**src/rtl/maq_pkg.sv**
```systemverilog
// Shared types and constants for the digital clock BCD counter chain.
package maq_pkg;

    typedef logic [3:0] bcd_digit_t;

    localparam int MAQ_MOD_SEC  = 60;
    localparam int MAQ_MOD_MIN  = 60;
    localparam int MAQ_MOD_HOUR = 24;

    localparam bcd_digit_t BCD_MAX = 4'd9;

    // What a counter stage does on the coming edge, after priority resolution.
    typedef enum logic [2:0] {
        ACT_HOLD,
        ACT_LOAD,
        ACT_CLEAR,
        ACT_UP,
        ACT_DOWN
    } maq_action_t;

    function automatic logic bcd_valid(input bcd_digit_t digit);
        return digit <= BCD_MAX;
    endfunction

endpackage

```
**src/rtl/maq_bcd_mod_if.sv**
```systemverilog
// Control and digit bus between a BCD modulo counter stage and its user.
interface maq_bcd_mod_if
    import maq_pkg::*;
#(
    parameter int MSD_W = 3
);
    logic             maqm_enable;
    logic             maqm_down;
    logic             maqm_load;
    bcd_digit_t       maqm_load_lsd;
    logic [MSD_W-1:0] maqm_load_msd;
    logic             maqm_set_inc;
    bcd_digit_t       maqm_lsd;
    logic [MSD_W-1:0] maqm_msd;
    logic             maqm_carry;
    logic             maqm_borrow;
    logic             maqm_load_err;

    modport master (
        output maqm_enable, maqm_down, maqm_load, maqm_load_lsd,
               maqm_load_msd, maqm_set_inc,
        input  maqm_lsd, maqm_msd, maqm_carry, maqm_borrow, maqm_load_err
    );

    modport slave (
        input  maqm_enable, maqm_down, maqm_load, maqm_load_lsd,
               maqm_load_msd, maqm_set_inc,
        output maqm_lsd, maqm_msd, maqm_carry, maqm_borrow, maqm_load_err
    );
endinterface

```
**src/rtl/maq_bcd_digit.sv**
```systemverilog
// One up/down BCD digit that wraps between 0 and TOP; load beats inc beats dec.
module maq_bcd_digit #(
    parameter int W   = 4,
    parameter int TOP = 9
) (
    input  logic         clock,
    input  logic         reset,
    input  logic         inc,
    input  logic         dec,
    input  logic         load,
    input  logic [W-1:0] wrap_val,
    output logic [W-1:0] digit,
    output logic         at_top,
    output logic         at_zero
);
    localparam logic [W-1:0] TOP_V = W'(TOP);

    logic [W-1:0] digit_next;

    assign at_top  = (digit == TOP_V);
    assign at_zero = (digit == '0);

    always_comb begin
        digit_next = digit;
        if (load) begin
            digit_next = wrap_val;
        end else if (inc) begin
            digit_next = at_top ? '0 : digit + W'(1);
        end else if (dec) begin
            digit_next = at_zero ? TOP_V : digit - W'(1);
        end
    end

    always_ff @(posedge clock or posedge reset) begin
        if (reset) begin
            digit <= '0;
        end else begin
            digit <= digit_next;
        end
    end
endmodule

```
**src/rtl/maq_bcd_mod.sv**
```systemverilog
// Two-digit BCD modulo counter (modulus 2..99) with up/down count, load and
// carry-free adjust; carry/borrow feed the next stage's enable.
module maq_bcd_mod
    import maq_pkg::*;
#(
    parameter int MODULUS = MAQ_MOD_MIN,
    parameter int MSD_W   = 3
) (
    input  logic         maqm_clock,
    input  logic         maqm_reset,
    maq_bcd_mod_if.slave bus
);
    localparam int TOP_MSD = (MODULUS - 1) / 10;
    localparam int TOP_LSD = (MODULUS - 1) % 10;
    localparam logic [MSD_W-1:0] TOP_MSD_V = MSD_W'(TOP_MSD);
    localparam bcd_digit_t       TOP_LSD_V = 4'(TOP_LSD);

    if (MODULUS < 2 || MODULUS > 99) begin : g_bad_modulus
        $error("maq_bcd_mod: MODULUS must lie in 2..99");
    end
    if ((1 << MSD_W) <= TOP_MSD) begin : g_bad_msd_w
        $error("maq_bcd_mod: MSD_W too narrow for MODULUS");
    end

    bcd_digit_t       lsd;
    logic [MSD_W-1:0] msd;
    logic             lsd_at_top, lsd_at_zero;
    logic             msd_at_top, msd_at_zero;
    logic             at_max, at_min, illegal, load_ok;
    logic             step_up, step_dn;
    maq_action_t      action;

    logic             lsd_ld, lsd_inc, lsd_dec;
    bcd_digit_t       lsd_val;
    logic             msd_ld, msd_inc, msd_dec;
    logic [MSD_W-1:0] msd_val;
    logic             load_err;

    assign at_max  = msd_at_top && (lsd == TOP_LSD_V);
    assign at_min  = msd_at_zero && lsd_at_zero;
    assign illegal = !bcd_valid(lsd) || (msd > TOP_MSD_V)
                     || (msd_at_top && (lsd > TOP_LSD_V));
    assign load_ok = bcd_valid(bus.maqm_load_lsd)
                     && ((bus.maqm_load_msd < TOP_MSD_V)
                         || ((bus.maqm_load_msd == TOP_MSD_V)
                             && (bus.maqm_load_lsd <= TOP_LSD_V)));

    // set_inc only counts when no load or enable tick claims the cycle.
    assign step_up = !bus.maqm_load
                     && ((bus.maqm_enable && !bus.maqm_down)
                         || (!bus.maqm_enable && bus.maqm_set_inc));
    assign step_dn = !bus.maqm_load && bus.maqm_enable && bus.maqm_down;

    always_comb begin
        action = ACT_HOLD;
        if (bus.maqm_load) begin
            action = load_ok ? ACT_LOAD : ACT_HOLD;
        end else if ((step_up || step_dn) && illegal) begin
            action = ACT_CLEAR;
        end else if (step_up) begin
            action = at_max ? ACT_CLEAR : ACT_UP;
        end else if (step_dn) begin
            action = ACT_DOWN;
        end
    end

    // Terminal wraps are done as loads so the digits only see plain BCD steps.
    always_comb begin
        lsd_ld  = 1'b0;
        lsd_val = '0;
        lsd_inc = 1'b0;
        lsd_dec = 1'b0;
        msd_ld  = 1'b0;
        msd_val = '0;
        msd_inc = 1'b0;
        msd_dec = 1'b0;
        case (action)
            ACT_LOAD: begin
                lsd_ld  = 1'b1;
                lsd_val = bus.maqm_load_lsd;
                msd_ld  = 1'b1;
                msd_val = bus.maqm_load_msd;
            end
            ACT_CLEAR: begin
                lsd_ld = 1'b1;
                msd_ld = 1'b1;
            end
            ACT_UP: begin
                lsd_inc = 1'b1;
                msd_inc = lsd_at_top;
            end
            ACT_DOWN: begin
                if (at_min) begin
                    lsd_ld  = 1'b1;
                    lsd_val = TOP_LSD_V;
                    msd_ld  = 1'b1;
                    msd_val = TOP_MSD_V;
                end else begin
                    lsd_dec = 1'b1;
                    msd_dec = lsd_at_zero;
                end
            end
            default: ;
        endcase
    end

    maq_bcd_digit #(
        .W   (4),
        .TOP (9)
    ) u_lsd (
        .clock    (maqm_clock),
        .reset    (maqm_reset),
        .inc      (lsd_inc),
        .dec      (lsd_dec),
        .load     (lsd_ld),
        .wrap_val (lsd_val),
        .digit    (lsd),
        .at_top   (lsd_at_top),
        .at_zero  (lsd_at_zero)
    );

    maq_bcd_digit #(
        .W   (MSD_W),
        .TOP (TOP_MSD)
    ) u_msd (
        .clock    (maqm_clock),
        .reset    (maqm_reset),
        .inc      (msd_inc),
        .dec      (msd_dec),
        .load     (msd_ld),
        .wrap_val (msd_val),
        .digit    (msd),
        .at_top   (msd_at_top),
        .at_zero  (msd_at_zero)
    );

    always_ff @(posedge maqm_clock or posedge maqm_reset) begin
        if (maqm_reset) begin
            load_err <= 1'b0;
        end else begin
            load_err <= bus.maqm_load && !load_ok;
        end
    end

    assign bus.maqm_lsd      = lsd;
    assign bus.maqm_msd      = msd;
    assign bus.maqm_load_err = load_err;
    assign bus.maqm_carry    = bus.maqm_enable && !bus.maqm_down && !bus.maqm_load
                               && !maqm_reset && at_max;
    assign bus.maqm_borrow   = bus.maqm_enable && bus.maqm_down && !bus.maqm_load
                               && !maqm_reset && at_min;
endmodule

```
**src/flat_wrapper.sv**
```systemverilog
// flat-port wrapper written by rule: the top's interface ports become plain ports
module maq_bcd_mod_flat import maq_pkg::*;
#(
    parameter int MODULUS = MAQ_MOD_MIN,
    parameter int MSD_W   = 3
)
  (maqm_clock, maqm_reset, bus_maqm_enable, bus_maqm_down, bus_maqm_load, bus_maqm_load_lsd, bus_maqm_load_msd, bus_maqm_set_inc, bus_maqm_lsd, bus_maqm_msd, bus_maqm_carry, bus_maqm_borrow, bus_maqm_load_err);
  maq_bcd_mod_if #(.MSD_W(MSD_W)) bus_i ();
  input  logic maqm_clock;
  input  logic maqm_reset;
  input wire logic [$bits(bus_i.maqm_enable)-1:0] bus_maqm_enable;
  input wire logic [$bits(bus_i.maqm_down)-1:0] bus_maqm_down;
  input wire logic [$bits(bus_i.maqm_load)-1:0] bus_maqm_load;
  input wire logic [$bits(bus_i.maqm_load_lsd)-1:0] bus_maqm_load_lsd;
  input wire logic [$bits(bus_i.maqm_load_msd)-1:0] bus_maqm_load_msd;
  input wire logic [$bits(bus_i.maqm_set_inc)-1:0] bus_maqm_set_inc;
  output wire logic [$bits(bus_i.maqm_lsd)-1:0] bus_maqm_lsd;
  output wire logic [$bits(bus_i.maqm_msd)-1:0] bus_maqm_msd;
  output wire logic [$bits(bus_i.maqm_carry)-1:0] bus_maqm_carry;
  output wire logic [$bits(bus_i.maqm_borrow)-1:0] bus_maqm_borrow;
  output wire logic [$bits(bus_i.maqm_load_err)-1:0] bus_maqm_load_err;
  assign bus_i.maqm_enable = bus_maqm_enable;
  assign bus_i.maqm_down = bus_maqm_down;
  assign bus_i.maqm_load = bus_maqm_load;
  assign bus_i.maqm_load_lsd = bus_maqm_load_lsd;
  assign bus_i.maqm_load_msd = bus_maqm_load_msd;
  assign bus_i.maqm_set_inc = bus_maqm_set_inc;
  assign bus_maqm_lsd = bus_i.maqm_lsd;
  assign bus_maqm_msd = bus_i.maqm_msd;
  assign bus_maqm_carry = bus_i.maqm_carry;
  assign bus_maqm_borrow = bus_i.maqm_borrow;
  assign bus_maqm_load_err = bus_i.maqm_load_err;
  maq_bcd_mod #(.MODULUS(MODULUS), .MSD_W(MSD_W)) u_core (.maqm_clock(maqm_clock), .maqm_reset(maqm_reset), .bus(bus_i));
endmodule
```
**config.mk**
```make
export PLATFORM = sky130hd
export DESIGN_NAME = maq_bcd_mod_flat
export DESIGN_NICKNAME = d
export VERILOG_FILES = /design/src/rtl/maq_pkg.sv /design/src/rtl/maq_bcd_mod_if.sv /design/src/rtl/maq_bcd_digit.sv /design/src/rtl/maq_bcd_mod.sv /design/src/flat_wrapper.sv
export SDC_FILE = /design/constraint.sdc
export NUM_CORES = 1
export LEC_CHECK = 0
export BUFFER_PORTS_ARGS = -buffer_cell sky130_fd_sc_hd__buf_4
export CORE_ASPECT_RATIO = 0.7
export CORE_MARGIN = 3
export CORE_UTILIZATION = 45
export DETAILED_ROUTE_END_ITERATION = 8
export PLACE_DENSITY = 0.66
export SYNTH_ARGS = -nofsm -noshare
export SYNTH_HDL_FRONTEND = slang
export SYNTH_SLANG_ARGS = --single-unit
```
**constraint.sdc**
```tcl
create_clock -name maqm_clock -period 2.7 [get_ports maqm_clock]
set_input_delay 0.81 -clock maqm_clock [delete_from_list [all_inputs] [get_ports maqm_clock]]
set_output_delay 0.81 -clock maqm_clock [all_outputs]
set_load 0.05 [all_outputs]
```
==> impl_metrics.csv, run 1 <==
group,metric,value,unit
drt,drt_first_pass_iters,5,
floorplanning,rows,12,
power_and_ir_drop,p_comb_share,65.7,%
cts,cts-root-buf,"clkbuf_4",
cts,clk_latency,0.26,ns
timing,worst_slew_pin_slew,0.502,ns
final_layout,diodes,0,
drt,drc,0,
drt,drtAntennaViolNets,0,
cts,numCtsBuffers,3,
global_route,grt_pass1_wl,3.95,mm
synthesis,avgSynthCellArea,8.45,um2
setup_path,reg2reg_slack,0.51,ns
drt,drt_iter0_markers,74,
timing,fmax,389,MHz
final_layout,fill_cells,151,
placement,gp_congestion,0.885,
synthesis,netlist_area,871,um2
drt,drt_wl_total,2.35,mm
setup_path,cp-end-kind,"output port",
timing,clock_skew,0.00445,ns
cts,cts_htree_levels,1,
power_and_ir_drop,p_int,0.000516,W
cts,cts_tree,"yes",
synthesis,synth_area_leaders,"dfrtp_1 23%, buf_6 5.2%, nand2_1 5.2%, nor2_1 4.3%, a211oi_1 2.6%",
power_and_ir_drop,power_leakage,0.482,nW
timing,hold_slack,0.531,ns
placement,dp.cells,146,
placement,post-place-ws,0.244,ns
global_route,grt_overflow_total,0,
synthesis,ys_ff_latch,8,
power_and_ir_drop,ir_drop,0.000707,V
floorplanning,die_area,2510,um2
global_route,grt_pass1_vias,822,
drt,wl_per_cell,15.7,um
power_and_ir_drop,power_frac_clock,8.4,%
synthesis,synth_seq_area_share,23.0,%
final_layout,fin_cells,149,
setup_path,ff2ff_path_depth,7,
final_layout,syn_to_final_growth,24.4,%
synthesis,synthTopCellsByCount,"12 x nand2_1, 10 x nor2_1, 8 x dfrtp_1",
synthesis,synth_warnings,0,
synthesis,yosysTopAreaCell,"dfrtp_1",
placement,port_buffers,22,
setup_path,cp_max_fo,13,
power_and_ir_drop,swShare,53.9,%
run_status,status,"finished, final reports clean",
timing,worst_slack,0.132,ns
synthesis,yosysMostFrequentCell,"nand2_1",
final_layout,drive_gt1_share,36.7,%
setup_path,r2r_start,"u_core.u_lsd.digit[2]$_DFFE_PP0P_",
drt,via_per_inst,6.16,
floorplanning,io_pins,23,
final_layout,final_util,63.9,%
placement,dp_hpwl,1.83,mm
floorplanning,start_util,51.3,%
drt,num_vias,918,
timing,period_minus_slack,2.57,ns
setup_path,crit_type,"flop to output port",
final_layout,seqCellArea,201,um2
setup_path,start_kind,"flop",
timing,setup_viol,0,
power_and_ir_drop,p_per_area,1030,nW/um2
worst_hold_path,hold_path_class,"input pin to async pin",
synthesis,yosys.area.top_type_share,23.0,%
cts,ctsHoldBuffers,0,
timing,finalCritPeriodShare,95.1,%
setup_path,arrival,1.76,ns
floorplanning,die_w,58.6,um
setup_path,reg2reg_to,"u_core.u_lsd.digit[2]$_DFFE_PP0P_",
timing,slew_viol_final,0,
global_route,grt_antenna_before_repair,0,
final_layout,nets,144,
global_route,grt_max_degree,14,
synthesis,syn-instance-count,103,
timing,tns,0,ns
timing,max_slew_margin,66.2,%
synthesis,syn-num-nets,117,
cts,clkTransAtPathRegs,0.06,ns
synthesis,synth_edf_count,0,
timing,rsz0062_at_grt,"false",
power_and_ir_drop,p_seq_share,25.9,%
floorplanning,die_h,42.8,um
timing,hold_viol,0,
final_layout,multi_input_area,601,um2
power_and_ir_drop,p_switching,0.000603,W
job,max_cap_violations,0,
global_route,grt_util_all_layers,20.4,%
setup_path,required,1.89,ns
synthesis,ys_types,44,
synthesis,synthFlopType,"dfrtp_1",
synthesis,async_reset_ff_share,100,%
cts,cts_sinks,8,
cts,cts_max_path_buffers,2,
floorplanning,design.core.area,1700,um2
-- repair_timing --
item                                    CTS  global route
resized for setup                         0             1
endpoints found under the setup margin    0             2
buffers inserted                          0             0
-- metrics by stage --
step / instance area, um2 / total power (W)
2_1_floorplan: 873 / 0.000859
3_3_place_gp: 1060 / 0.00100
3_5_place_dp: 1060 / 0.00102
4_1_cts: 1080 / 0.00112
5_1_grt: 1080 / 0.00121
6_report: 1080 / 0.00112
-- worst max-delay path by stage --
| stage | start | end | slack, ns | cells after the start |
|---|---|---|---|---|
| 2_1_floorplan | u_core.u_lsd.digit[2]$_DFFE_PP0P_ | bus_maqm_borrow | 0.13 | 5 |
| 3_3_place_gp | bus_maqm_set_inc | u_core.u_lsd.digit[2]$_DFFE_PP0P_ | 0.26 | 7 |
| 3_5_place_dp | bus_maqm_load | bus_maqm_borrow | 0.24 | 6 |
| 4_1_cts | u_core.u_lsd.digit[2]$_DFFE_PP0P_ | bus_maqm_carry | 0.07 | 4 |
| 5_1_grt | u_core.u_lsd.digit[2]$_DFFE_PP0P_ | bus_maqm_borrow | 0.03 | 5 |
| 6_report | u_core.u_lsd.digit[2]$_DFFE_PP0P_ | bus_maqm_carry | 0.13 | 4 |
-- critical path, cell delays in order (launching register included) --
cell       delay (ns)
dfrtp_2          0.50
nand4bb_2        0.27
nor3_1           0.32
and3_1           0.22
buf_4            0.19
-- layout by cell type, fill, tap and decap left out, drive strengths merged, types with 2 or more instances in the layout --
cell type / count
buf: 30
nand2: 12
nor2: 10
dfrtp: 8
o21ai: 5
a21oi: 4
nand3: 3
and2: 3
and3: 3
a211oi: 3
nor3: 3
o21a: 3
clkbuf: 3
nor4: 3
nor2b: 2
nor3b: 2
inv: 2
a22oi: 2
xor2: 2
o22ai: 2
mux2i: 2
nand4bb: 2
a221oi: 2
-- cells by family after synthesis --
| group | share of synthesized area, % |
|---|---|
| compound gates | 33.8 |
| xor+xnor | 2.01 |
| fa+ha+maj | 1.44 |
| buf+inv | 8.33 |
| flops | 23.0 |
| mux | 2.30 |
| simple gates | 29.2 |
-- per-layer routing --
layer / GRT usage [%] / up-vias / share of wire, %
met4: 2.71 / 0 / 0.34
met2: 29.8 / 52 / 42
li1: - / 441 / -
met3: 5.47 / 2 / 9.3
met1: 30.1 / 423 / 49
met5: 0 / - / 0
-- layout make-up --
| cell class | instances | share of cell area (%) |
|---|---|---|
| Inverter | 2 | 0.693 |
| Sequential cell | 8 | 18.6 |
| Timing Repair Buffer | 30 | 20.8 |
| Clock buffer | 3 | 2.08 |
| Multi-Input combinational cell | 85 | 55.4 |
| Tap cell | 21 | 2.42 |
-- sequential cells by signal (all words and copies together), names as in the netlist --
| signal | cells |
|---|---|
| u_core.bus.maqm_load_err | 1 |
| u_core.u_lsd.digit | 4 |
| u_core.u_msd.digit | 3 |
-- power groups by stage --
stage / combinational [W] / sequential (W) / clock, W
2_1_floorplan: 0.000487 / 0.000372 / 0
5_1_grt: 0.000795 / 0.000304 / 0.000107
4_1_cts: 0.000733 / 0.000287 / 0.0000987
3_3_place_gp: 0.000718 / 0.000284 / 0
3_5_place_dp: 0.000730 / 0.000289 / 0
6_report: 0.000735 / 0.000290 / 0.0000944
Power figures use the tool's default switching activity.
==> inputs of run 2 (changes only) <==
PLACE_DENSITY = default   (was 0.66)
PLACE_DENSITY_LB_ADDON = 0.05   (was default)
==> impl_metrics.csv, run 2 (synthesized netlist as in run 1, its figures left out) <==
group,metric,value,unit
final_layout,fin_cells,149,
power_and_ir_drop,p_per_area,1050,nW/um2
floorplanning,design.core.area,1700,um2
cts,cts_sinks,8,
setup_path,cp-end-kind,"output port",
placement,dp_hpwl,1.91,mm
global_route,grt_pass1_wl,3.84,mm
final_layout,final_cell_mix,"30 x buf_4, 12 x nand2_1, 9 x nor2_1, 7 x dfrtp_1, 4 x a21oi_1",
cts,numCtsBuffers,3,
timing,fmax,386,MHz
final_layout,final_common_cell,"buf_4",
timing,rsz0062_at_grt,"false",
timing,hold_viol,0,
floorplanning,die_area,2510,um2
cts,cts_max_path_buffers,2,
floorplanning,io_pins,23,
drt,via_per_inst,6.10,
floorplanning,start_util,51.3,%
drt,wl_met2,948,um
setup_path,crit_type,"flop to output port",
setup_path,arrival,1.78,ns
timing,slew_viol_final,0,
final_layout,drive_gt1_share,37.5,%
drt,drc,0,
global_route,grt_max_degree,13,
global_route,grt_overflow_total,0,
floorplanning,die_w,58.6,um
final_layout,final_util,64.2,%
cts,cts_tree,"yes",
power_and_ir_drop,power_leakage,0.479,nW
timing,worst_slew_pin_slew,0.542,ns
placement,dp.cells,145,
drt,met3WireLength,286,um
drt,drt_iter0_markers,37,
cts,cts_htree_levels,1,
drt,drt_wl_total,2.41,mm
cts,ctsHoldBuffers,0,
drt,top_signal_layer_used,"met3",
final_layout,largest_reg_flops,4,
global_route,grt_antenna_before_repair,0,
timing,tns,0,ns
run_status,status,"finished, final reports clean",
power_and_ir_drop,ir_drop,0.000650,V
final_layout,syn_to_final_growth,25.0,%
floorplanning,rows,12,
placement,port_buffers,22,
floorplanning,die_h,42.8,um
cts,clk_latency,0.27,ns
timing,hold_slack,0.517,ns
cts,clkTransAtPathRegs,0.07,ns
worst_hold_path,hold_path_class,"input pin to async pin",
global_route,grt_util_all_layers,20.5,%
drt,wl_per_cell,16.2,um
placement,gp_congestion,0.923,
setup_path,cp_max_fo,6,
final_layout,nets,144,
drt,num_vias,909,
cts,cts-root-buf,"clkbuf_4",
timing,finalCritPeriodShare,96.0,%
timing,clock_skew,0.0111,ns
final_layout,regMostFlops,"u_core.u_lsd.digit",
job,max_cap_violations,0,
timing,period_minus_slack,2.59,ns
timing,max_slew_margin,63.6,%
setup_path,start_kind,"flop",
final_layout,diodes,0,
drt,wirelength_met1,1.18,mm
drt,drtAntennaViolNets,0,
global_route,grt_pass1_vias,791,
setup_path,required,1.89,ns
timing,setup_viol,0,
drt,drt_first_pass_iters,5,
==> run 2: cell count changes in the layout (fill, tap and decap cells not counted) <==
cell | before | now
and3_4 | 0 | 1
and3_1 | 3 | 2
==> run 2: layout make-up <==
class                           instances  area [um2]
Clock buffer                            3        22.5
Inverter                                2        7.51
Fill cell                             159         608
Tap cell                               21        26.3
Timing Repair Buffer                   30         225
Sequential cell                         8         201
Multi-Input combinational cell         85         606
==> run 2: report_power, final <==
group	total, W	leakage (nW)	switching (W)	internal (W)
Clock	0.000103	0.0138	0.0000513	0.0000514
Sequential	0.000267	0.0954	0.0000992	0.000167
Combinational	0.000778	0.370	0.000471	0.000307
==> run 2: routing by layer <==
layer / GRT usage [%] / vias up
li1: - / 442
met1: 31.2 / 412
met2: 26.9 / 55
met3: 7.90 / 0
met4: 3.17 / 0
met5: 0 / -
==> run 2: worst paths after layout <==
check	startpoint	slack (ns)	endpoint	cells past startpoint
hold reg to reg	u_core.u_msd.digit[2]$_DFFE_PP0P_	0.70	u_core.u_msd.digit[2]$_DFFE_PP0P_	2
setup reg to reg	u_core.u_lsd.digit[1]$_DFFE_PP0P_	0.53	u_core.u_lsd.digit[2]$_DFFE_PP0P_	7
setup / recovery	u_core.u_lsd.digit[0]$_DFFE_PP0P_	0.11	bus_maqm_carry	4
hold / removal	maqm_reset	0.52	u_core.u_msd.digit[2]$_DFFE_PP0P_	2
max in group asynchronous	maqm_reset	1.89	u_core.u_lsd.digit[3]$_DFFE_PP0P_	2
min in group maqm_clock	u_core.u_msd.digit[2]$_DFFE_PP0P_	0.70	u_core.u_msd.digit[2]$_DFFE_PP0P_	2
==> run 2: through the flow <==
stage | power (W) | instance area, um2 | setup slack [ns]
after floorplan | 0.000859 | 873 | 0.128
after global placement | 0.00101 | 1050 | 0.274
after detailed placement | 0.00103 | 1050 | 0.251
after CTS | 0.00113 | 1070 | 0.0754
after global routing | 0.00123 | 1090 | 0.000770
final | 0.00115 | 1090 | 0.109
==> run 2: timing repair <==
action | CTS | global route
resized for setup | 0 | 2
buffers inserted | 0 | 1
endpoints found under the setup margin | 0 | 2
==> run 2: critical path, stage by stage, from the launching register on <==
cell and delay [ns]:
dfrtp_1 0.53, nand4bb_2 0.17, nor3_1 0.39, and3_1 0.23
buf_4 0.20
